File: src/rtl/img_pkg.sv
// rtl/img_pkg.sv - frame geometry, luma coefficients and FSM state type
// Shared between gray_frame_loader and image_processor.
package img_pkg;

  localparam int IMG_W       = 400;
  localparam int IMG_H       = 300;
  localparam int DATA_LENGTH = IMG_W * IMG_H;

  localparam int COEF_R = 77;
  localparam int COEF_G = 150;
  localparam int COEF_B = 29;
  localparam int SUM_W  = 14;

  typedef enum logic [1:0] {
    IDLE,
    STREAM,
    DONE
  } state_t;

endpackage

File: src/rtl/rgb444_to_gray.sv
// rtl/rgb444_to_gray.sv - two-stage RGB444 to replicated-luma pipeline
// Address, odd-row and last-pixel flags travel alongside the data.
module rgb444_to_gray #(
  parameter int DATA_WIDTH = 12,
  parameter int ADDR_WIDTH = 19,
  parameter int KEEP_ODD   = 0
) (
  input  logic                  clk_p,
  input  logic                  rst,
  input  logic                  in_valid,
  input  logic [DATA_WIDTH-1:0] in_data,
  input  logic [ADDR_WIDTH-1:0] in_addr,
  input  logic                  in_odd,
  input  logic                  in_last,
  output logic                  out_valid,
  output logic [DATA_WIDTH-1:0] out_data,
  output logic [ADDR_WIDTH-1:0] out_addr,
  output logic                  out_last
);
  import img_pkg::*;

  logic [SUM_W-1:0]      sum;
  logic                  s1_valid;
  logic [SUM_W-1:0]      s1_sum;
  logic [ADDR_WIDTH-1:0] s1_addr;
  logic                  s1_odd;
  logic                  s1_last;
  logic [3:0]            y;

  // +128 rounds the >>8 to nearest
  always_comb begin
    sum = SUM_W'(COEF_R) * SUM_W'(in_data[11:8])
        + SUM_W'(COEF_G) * SUM_W'(in_data[7:4])
        + SUM_W'(COEF_B) * SUM_W'(in_data[3:0])
        + SUM_W'(128);
  end

  // Sum never exceeds 3968, so the clamp can never engage
  always_comb begin
    y = (s1_sum[SUM_W-1:12] != '0) ? 4'hF : s1_sum[11:8];
  end

  always_ff @(posedge clk_p or posedge rst) begin
    if (rst) begin
      s1_valid  <= 1'b0;
      s1_sum    <= '0;
      s1_addr   <= '0;
      s1_odd    <= 1'b0;
      s1_last   <= 1'b0;
      out_valid <= 1'b0;
      out_data  <= '0;
      out_addr  <= '0;
      out_last  <= 1'b0;
    end else begin
      s1_valid  <= in_valid;
      out_valid <= s1_valid;
      if (in_valid) begin
        s1_sum  <= sum;
        s1_addr <= in_addr;
        s1_odd  <= in_odd;
        s1_last <= in_last;
      end
      if (s1_valid) begin
        out_data <= (s1_odd && KEEP_ODD == 0) ? '0 : {y, y, y};
        out_addr <= s1_addr;
        out_last <= s1_last;
      end
    end
  end

endmodule

File: src/rtl/gray_frame_loader.sv
// rtl/gray_frame_loader.sv - raster RGB444 stream to decimated grey frame in BRAM
// Holds the frame FSM, raster counters and write address; luma math lives in rgb444_to_gray.
module gray_frame_loader #(
  parameter int DATA_WIDTH = 12,
  parameter int ADDR_WIDTH = 19,
  parameter int IMG_W      = img_pkg::IMG_W,
  parameter int IMG_H      = img_pkg::IMG_H,
  parameter int KEEP_ODD   = 0
) (
  input  logic                  clk_p,
  input  logic                  rst,
  input  logic                  s_valid,
  output logic                  s_ready,
  input  logic                  s_sof,
  input  logic [DATA_WIDTH-1:0] s_data,
  input  logic                  hold,
  output logic                  bram_we,
  output logic [ADDR_WIDTH-1:0] bram_addr,
  output logic [DATA_WIDTH-1:0] bram_wdata,
  output logic                  frame_done,
  output logic                  sync_err
);
  import img_pkg::*;

  localparam int COL_W = $clog2(IMG_W);
  localparam int ROW_W = $clog2(IMG_H);

  state_t                state, state_next;
  logic                  accept, take, last_px;
  logic [COL_W-1:0]      col, pos_col;
  logic [ROW_W-1:0]      row, pos_row;
  logic [ADDR_WIDTH-1:0] addr, pos_addr;
  logic                  p_valid, p_odd, p_last, out_last;
  logic [DATA_WIDTH-1:0] p_data;
  logic [ADDR_WIDTH-1:0] p_addr;

  assign s_ready = !hold;
  assign accept  = s_valid && s_ready;

  always_ff @(posedge clk_p or posedge rst) begin
    if (rst) state <= IDLE;
    else     state <= state_next;
  end

  // An sof pixel always lands at col 0 / row 0 / addr 0, whatever the counters say
  always_comb begin
    state_next = state;
    take       = 1'b0;
    pos_col    = s_sof ? '0 : col;
    pos_row    = s_sof ? '0 : row;
    pos_addr   = s_sof ? '0 : addr;
    last_px    = (pos_col == COL_W'(IMG_W - 1)) && (pos_row == ROW_W'(IMG_H - 1));
    case (state)
      IDLE, DONE: take = accept && s_sof;
      STREAM:     take = accept;
      default:    take = 1'b0;
    endcase
    if (take) state_next = last_px ? DONE : STREAM;
  end

  always_ff @(posedge clk_p or posedge rst) begin
    if (rst) begin
      col        <= '0;
      row        <= '0;
      addr       <= '0;
      p_valid    <= 1'b0;
      p_data     <= '0;
      p_addr     <= '0;
      p_odd      <= 1'b0;
      p_last     <= 1'b0;
      sync_err   <= 1'b0;
      frame_done <= 1'b0;
    end else begin
      p_valid <= take;
      if (take) begin
        p_data <= s_data;
        p_addr <= pos_addr;
        p_odd  <= pos_row[0];
        p_last <= last_px;
        addr   <= last_px ? '0 : pos_addr + 1'b1;
        if (pos_col == COL_W'(IMG_W - 1)) begin
          col <= '0;
          row <= (pos_row == ROW_W'(IMG_H - 1)) ? '0 : pos_row + 1'b1;
        end else begin
          col <= pos_col + 1'b1;
          row <= pos_row;
        end
      end
      if (accept && s_sof && state == STREAM) sync_err <= 1'b1;
      // Done follows the final write, not the FSM, so it rises after the data is in BRAM
      if (take && s_sof)             frame_done <= 1'b0;
      else if (bram_we && out_last)  frame_done <= 1'b1;
    end
  end

  rgb444_to_gray #(
    .DATA_WIDTH (DATA_WIDTH),
    .ADDR_WIDTH (ADDR_WIDTH),
    .KEEP_ODD   (KEEP_ODD)
  ) u_luma (
    .clk_p     (clk_p),
    .rst       (rst),
    .in_valid  (p_valid),
    .in_data   (p_data),
    .in_addr   (p_addr),
    .in_odd    (p_odd),
    .in_last   (p_last),
    .out_valid (bram_we),
    .out_data  (bram_wdata),
    .out_addr  (bram_addr),
    .out_last  (out_last)
  );

endmodule

File: config.mk
export PLATFORM = sky130hd
export DESIGN_NAME = gray_frame_loader
export DESIGN_NICKNAME = d
export VERILOG_FILES = /design/src/rtl/img_pkg.sv /design/src/rtl/rgb444_to_gray.sv /design/src/rtl/gray_frame_loader.sv
export SDC_FILE = /design/constraint.sdc
export NUM_CORES = 1
export LEC_CHECK = 0
export BUFFER_PORTS_ARGS = -buffer_cell sky130_fd_sc_hd__clkbuf_2
export CORE_MARGIN = 2
export CORE_UTILIZATION = 33
export DETAILED_ROUTE_END_ITERATION = 7
export HOLD_SLACK_MARGIN = 0.1
export SLEW_MARGIN = 20
export SYNTH_ARGS = -nofsm -noshare
export SYNTH_HDL_FRONTEND = slang
export SYNTH_SLANG_ARGS = --single-unit
File: constraint.sdc
create_clock -name clk_p -period 5.8 [get_ports clk_p]
set_clock_uncertainty 0.1 [all_clocks]
set_input_delay 1.16 -clock clk_p [delete_from_list [all_inputs] [get_ports clk_p]]
set_output_delay 1.16 -clock clk_p [all_outputs]
set_load 0.03 [all_outputs]
## Yosys cells after proc, flatten, opt, wreduce, memory -nomap -nowiden

Index checks and enable logic that the tools add are counted.

| storage, ports and cells | value |
|---|---|
| flip-flop bits (word level) | 144 |
| bits in latches | 0 |
| RAM bits | 0 |
| bits in read-only memories | 0 |
| bits of input ports | 17 |
| output and inout port bits | 35 |
| memories kept | 0 |

| operators by class | value |
|---|---|
| add/subtract/negate cells | 6 |
| $mul | 3 |
| divide/modulo/power cells | 0 |
| magnitude comparators | 0 |
| equal/unequal tests | 4 |
| shifts and indexed selects | 0 |
| muxes and demuxes | 13 |
| bitwise logic cells | 0 |
| reduce and logical (&&, ||, !) cells | 11 |

Operator list:

| operator | number |
|---|---|
| two-way mux 9 bit | 5 |
| two-way mux 19 bit | 2 |
| multiplier 7 x 4 -> 11 bit, first input constant | 2 |
| adder 19 x 1 -> 19 bit, second input constant | 1 |
| adder 9 x 1 -> 9 bit, second input constant | 2 |
| equality test 9 bit, second input constant | 2 |
| adder 14 x 8 -> 14 bit, second input constant | 1 |
| adder 14 x 9 -> 14 bit | 1 |
| adder 11 x 12 -> 13 bit | 1 |
| two-way mux 12 bit | 1 |
| multiplier 5 x 4 -> 9 bit, first input constant | 1 |
| logical AND 1 bit | 6 |
| two-way mux 4 bit | 1 |
| nonzero test 2 bit | 2 |
| equality test 2 x 1 -> 1 bit, second input constant | 1 |
| equality test 2 bit, second input constant | 1 |
| zero test 2 bit | 1 |
| two-way mux 1 bit | 2 |
| two-way mux 2 bit | 1 |
| one-hot mux 1 bit (2 select lines) | 1 |
| OR reduction 2 bit | 1 |
| zero test 1 bit | 1 |

## Longest topological paths before layout

| depth | value |
|---|---|
| word-level depth | 6 |
| mapped depth | 23 |
| mapped depth without buffers | 23 |

## Cells and area by module

A second synthesis with hierarchy kept.

| unflattened totals | value |
|---|---|
| cells, all modules | 741 |
| area, all modules | 7385.8 µm² |

By module, submodules not included:

| module | instances | cells each | area each (µm²) | seq. area each (µm²) |
|---|---|---|---|---|
| rgb444_to_gray | 1 | 337 | 3794.9 | 1326.3 |
| gray_frame_loader | 1 | 404 | 3590.9 | 1851.8 |

## Worst setup path before layout

No wires, ideal clock.

| timing | value |
|---|---|
| path type | reg-to-reg |
| start point | reg p_data[6] |
| end point | reg u_luma.s1_sum[10] |
| setup time | 0.125 ns |
| arrival | 5.192 ns |
| data required time | 5.575 ns |
| path slack | 0.383 ns |
| stages on the path, launching flop included | 23 |
| path buffers | 0 |
| period minus slack after synthesis | 5.417 ns |
| cells stage by stage | dfrtp_1 > ha_1 > inv_1 > fa_1 > inv_1 > ha_1 > inv_1 > fa_1 > inv_1 > ha_1 > xnor2_1 > ha_1 > inv_1 > fa_1 > fa_1 > inv_1 > ha_1 > nor4_1 > o211ai_1 > a31oi_1 > o21bai_1 > xor2_1 > mux2_2 |

| on the way | value |
|---|---|
| cells in the longest elaborated chain, start to end | 4 |

Ends and longest elaborated chain:

| item | line | source |
|---|---|---|
| start, declared | gray_frame_loader.sv:34 | `logic [DATA_WIDTH-1:0] p_data;` |
| start signal, assigned | gray_frame_loader.sv:76 | `p_data <= s_data;` |
| multiplier 7 x 4 -> 11 bit | rgb444_to_gray.sv:33 | `+ SUM_W'(COEF_G) * SUM_W'(in_data[7:4])` |
| adder 11 x 12 -> 13 bit | rgb444_to_gray.sv:33 |  |
| adder 14 x 9 -> 14 bit | rgb444_to_gray.sv:34 | `+ SUM_W'(COEF_B) * SUM_W'(in_data[3:0])` |
| adder 14 x 8 -> 14 bit | rgb444_to_gray.sv:35 | `+ SUM_W'(128);` |
| end signal, assigned | rgb444_to_gray.sv:58 | `s1_sum <= sum;` |
| end, declared | rgb444_to_gray.sv:24 | `logic [SUM_W-1:0] s1_sum;` |

No other way between the ends.
A chain may end at the register's enable or synchronous reset.

## Worst setup path after layout

| timing | value |
|---|---|
| start point | reg p_data[7] |
| end point | reg u_luma.s1_sum[10] |

The elaborated chain is that of the path after synthesis.

==> impl_results.md <==
- Post-route ant nets: 0
- Max incr delay on CP: 0.48 ns
- Yosys cell types: 55
- Worst EP arrival: 5.74 ns
- Cells after DPL: between 1000 and 1500
- HPWL Detailed: 10150 um
- Tcrit/Tclk final: 95.57%
- Fmax: 180.4 MHz
- Routed vias: 5221
- Layout area overhead: 15.74%
- CTS tree: done
- Hold slack: 0.2704 ns
- Met1 wire length: 7565 um
- Met3 wire length: 462 um
- Number of antenna diodes: 0
- Max_cap viols: 0
- Die area: 0.02327 mm2
- Setup violations, final: 0
- Syn nets: between 800 and 900
- CP top delay family: adder cells
- Syn avg cell area: 9.989 um2
- #FFs+latches synth: 127
- Initial core utilization: 33.47%
- Synth Instances: 729
- Vias in the first global route: 5161
- Worst hold path type: flip-flop to flip-flop
- Routed wire per std cell: approximately 14 um
- Number of enable flip-flop cells after synthesis: 0
- Total Nets Final: 867
- First-pass GRT wire length: 25230 um
- Syn. warnings: 0
- Worst-path fanout max: 5
- Cell Rows: 54
- Setup crit start kind: flip-flop
- CP Buf/Inv Count: 3
- Ports: 52
- Count leader, synth: dfrtp_1
- Top cell type's share of synthesized area: a little over two fifths
- Critical path's most frequent cell: ha_1
- Leading area contributor after synthesis: dfrtp_1
- DIE HEIGHT: 152.6 um
- CTS H-Tree Depth: 4
- Final Hold Fails: 0
- Final Max Tran Viols: 0
- Drt pass-1 iters: 4
- Post-synthesis async set-or-reset flop share: 100.0%
- Crit Path Class: flip-flop to flip-flop
- Primary FF master, synth: dfrtp_1
- Outcome: finished clean
- Mapped Area: 0.007282 mm2
- DR top layer: met4
- Grt ovf: 0
- Min Clock Period, post-route: 5.543 ns
- Seq/Total Area, Yosys: a little over two fifths
- Worst skew pair latency: 0.42 ns
- Layout fillers: 2139
- Total track usage: 13.05%
- Core area: 0.02176 mm2
- Clock-pin slew on the worst setup and hold paths: approximately 0.06 ns
- Multi-input gate area: approximately 0.0037 mm2
- Starting DRC count in detailed routing: 170
- Final Util: 38.74%
- Initial antenna violation count: 0
- Cts bufs inserted: 17
- Reg area: 0.003181 mm2
- Share of layout cells above drive strength 1: a little over 20%
- Worst EP required: 5.99 ns
- GPL Wtd Cong: 0.8390
- Chip width: 152.6 um
- Via density: 4.898
- Clock buffer depth: 2
- Post-synth top cells: dfrtp_1 (127), nand2_1 (107), ha_1 (63)
- Count of input and output buffers: 51
- Critical-path cell list: ha_1 > inv_1 > fa_1 > inv_1 > ha_1 > and3b_1 > o21a_1 > or2_2 > fa_1 > inv_1 > ha_1 > a21oi_1 > xnor2_1 > ha_1 > ha_1 > ha_1 > nor4_2 > o211ai_1 > a31oi_1 > o21bai_1 > xor2_1 > mux2_2
- Top post-synthesis cells by area: dfrtp_1 (44%), ha_1 (11%), mux2_2 (7.6%)
- Drt total wl: 14610 um
- Worst slew margin: 45.31%
- Final Non-Filler Cells: 1066
- DR WL met2: around 6400 um
- Worst-Margin Slew: 0.8203 ns
- Slowest CP cell: fa_1
- Clock root cell: clkbuf_16
- Largest net degree at the start of global routing: 73
- DRC errors left: 0
- Clock net sink count: 127
- CP endpoint kind: flip-flop
[cell type report]
class	instances	share of cell area, %
clock inverter	13	1.856
multi-input combinational	507	44.39
tap	280	4.157
clock buffer	19	5.374
inverter	61	2.746
timing repair buffer	59	3.741
sequential	127	37.74
[path summary, 6_finish.rpt]
path	startpoint	endpoint	slack (ns)	cells past startpoint
setup / recovery	p_data[7]	u_luma.s1_sum[10]	0.26	22
hold / removal	p_valid	u_luma.s1_valid	0.27	0
setup reg to reg	p_data[7]	u_luma.s1_sum[10]	0.26	22
hold reg to reg	p_valid	u_luma.s1_valid	0.27	0
max in group asynchronous	rst	p_data[7]	4.12	3
min in group asynchronous	rst	p_addr[5]	0.86	3
[logic make-up after synthesis]
kind of cell	share of synthesized area, %
mux	7.577
fa+ha+maj	14.67
xor+xnor	2.285
buf+inv	5.481
flops	43.64
compound gates	12.04
simple gates	14.30
[sequential cells by signal, indices dropped and copies added, names as in the netlist, 2 cells and up]
register	count
p_data	12
col	9
row	9
u_luma.s1_addr	19
u_luma.out_data	4
u_luma.out_addr	19
addr	19
state	2
p_addr	19
u_luma.s1_sum	6
[cell usage in the layout, fill, tap and decap left out, types with 3 or more instances in the layout]
cell        netlist  layout
ha_1             63      61
xor2_1            4       4
nand2_1         107     107
o21ai_0          60      60
xnor2_1          15      15
fa_1             14      14
buf_4             8       8
inv_1            60      59
clkinv_4          0       4
a31oi_1           7       7
nand4_1          12      12
mux2_2           49      49
a32o_1            6       6
dfrtp_1         127     125
or2_2             3       3
or4_1             3       3
nand2b_1          6       6
nor3_1           13      13
clkbuf_2          0      51
o211ai_1          7       7
a21oi_1          22      20
o21a_1            4       4
and3_1            4       4
a21o_1            4       4
o31ai_1           8       8
nor2b_1          13      13
clkinvlp_4        0       4
clkbuf_16         0      17
nand3_1          11      11
o21ai_1           7       7
nor2_1           31      31
and3b_1           3       3
a22o_1            5       5
[metal layers]
| layer | up-vias | global-route usage [%] |
|---|---|---|
| met5 | - | 0 |
| met4 | 0 | 4.982 |
| met3 | 16 | 2.645 |
| met2 | 89 | 20.01 |
| met1 | 2502 | 18.26 |
| li1 | 2614 | - |
[worst reg2reg max path, cell delays in order (launching register included)]
cell,delay (ns)
dfrtp_2,0.44
ha_1,0.28
inv_1,0.05
fa_1,0.39
inv_1,0.07
ha_1,0.25
and3b_1,0.21
o21a_1,0.18
or2_2,0.30
fa_1,0.48
inv_1,0.04
ha_1,0.34
a21oi_1,0.22
xnor2_1,0.15
ha_1,0.25
ha_1,0.31
ha_1,0.23
nor4_2,0.24
o211ai_1,0.16
a31oi_1,0.21
o21bai_1,0.12
xor2_1,0.15
mux2_2,0.26
[metrics by stage]
step	TNS, ns	area, um2	worst slack [ns]
floorplan	0	7282	0.3829
global placement	0	7772	0.1864
detailed placement	0	7772	0.09091
CTS	0	8382	0.07603
global route	-0.02282	8428	-0.02282
finish	0	8428	0.2570
[repair_timing]
action                                  in CTS  in global routing
endpoints found under the setup margin       0                  5
gates resized for setup                      0                  7
hold buffers                                 0                  0
buffers inserted                             0                  1
Power is left out: the tool's default activity adds up to more than one toggle a clock period on the data nets, which glitch-free logic cannot reach.
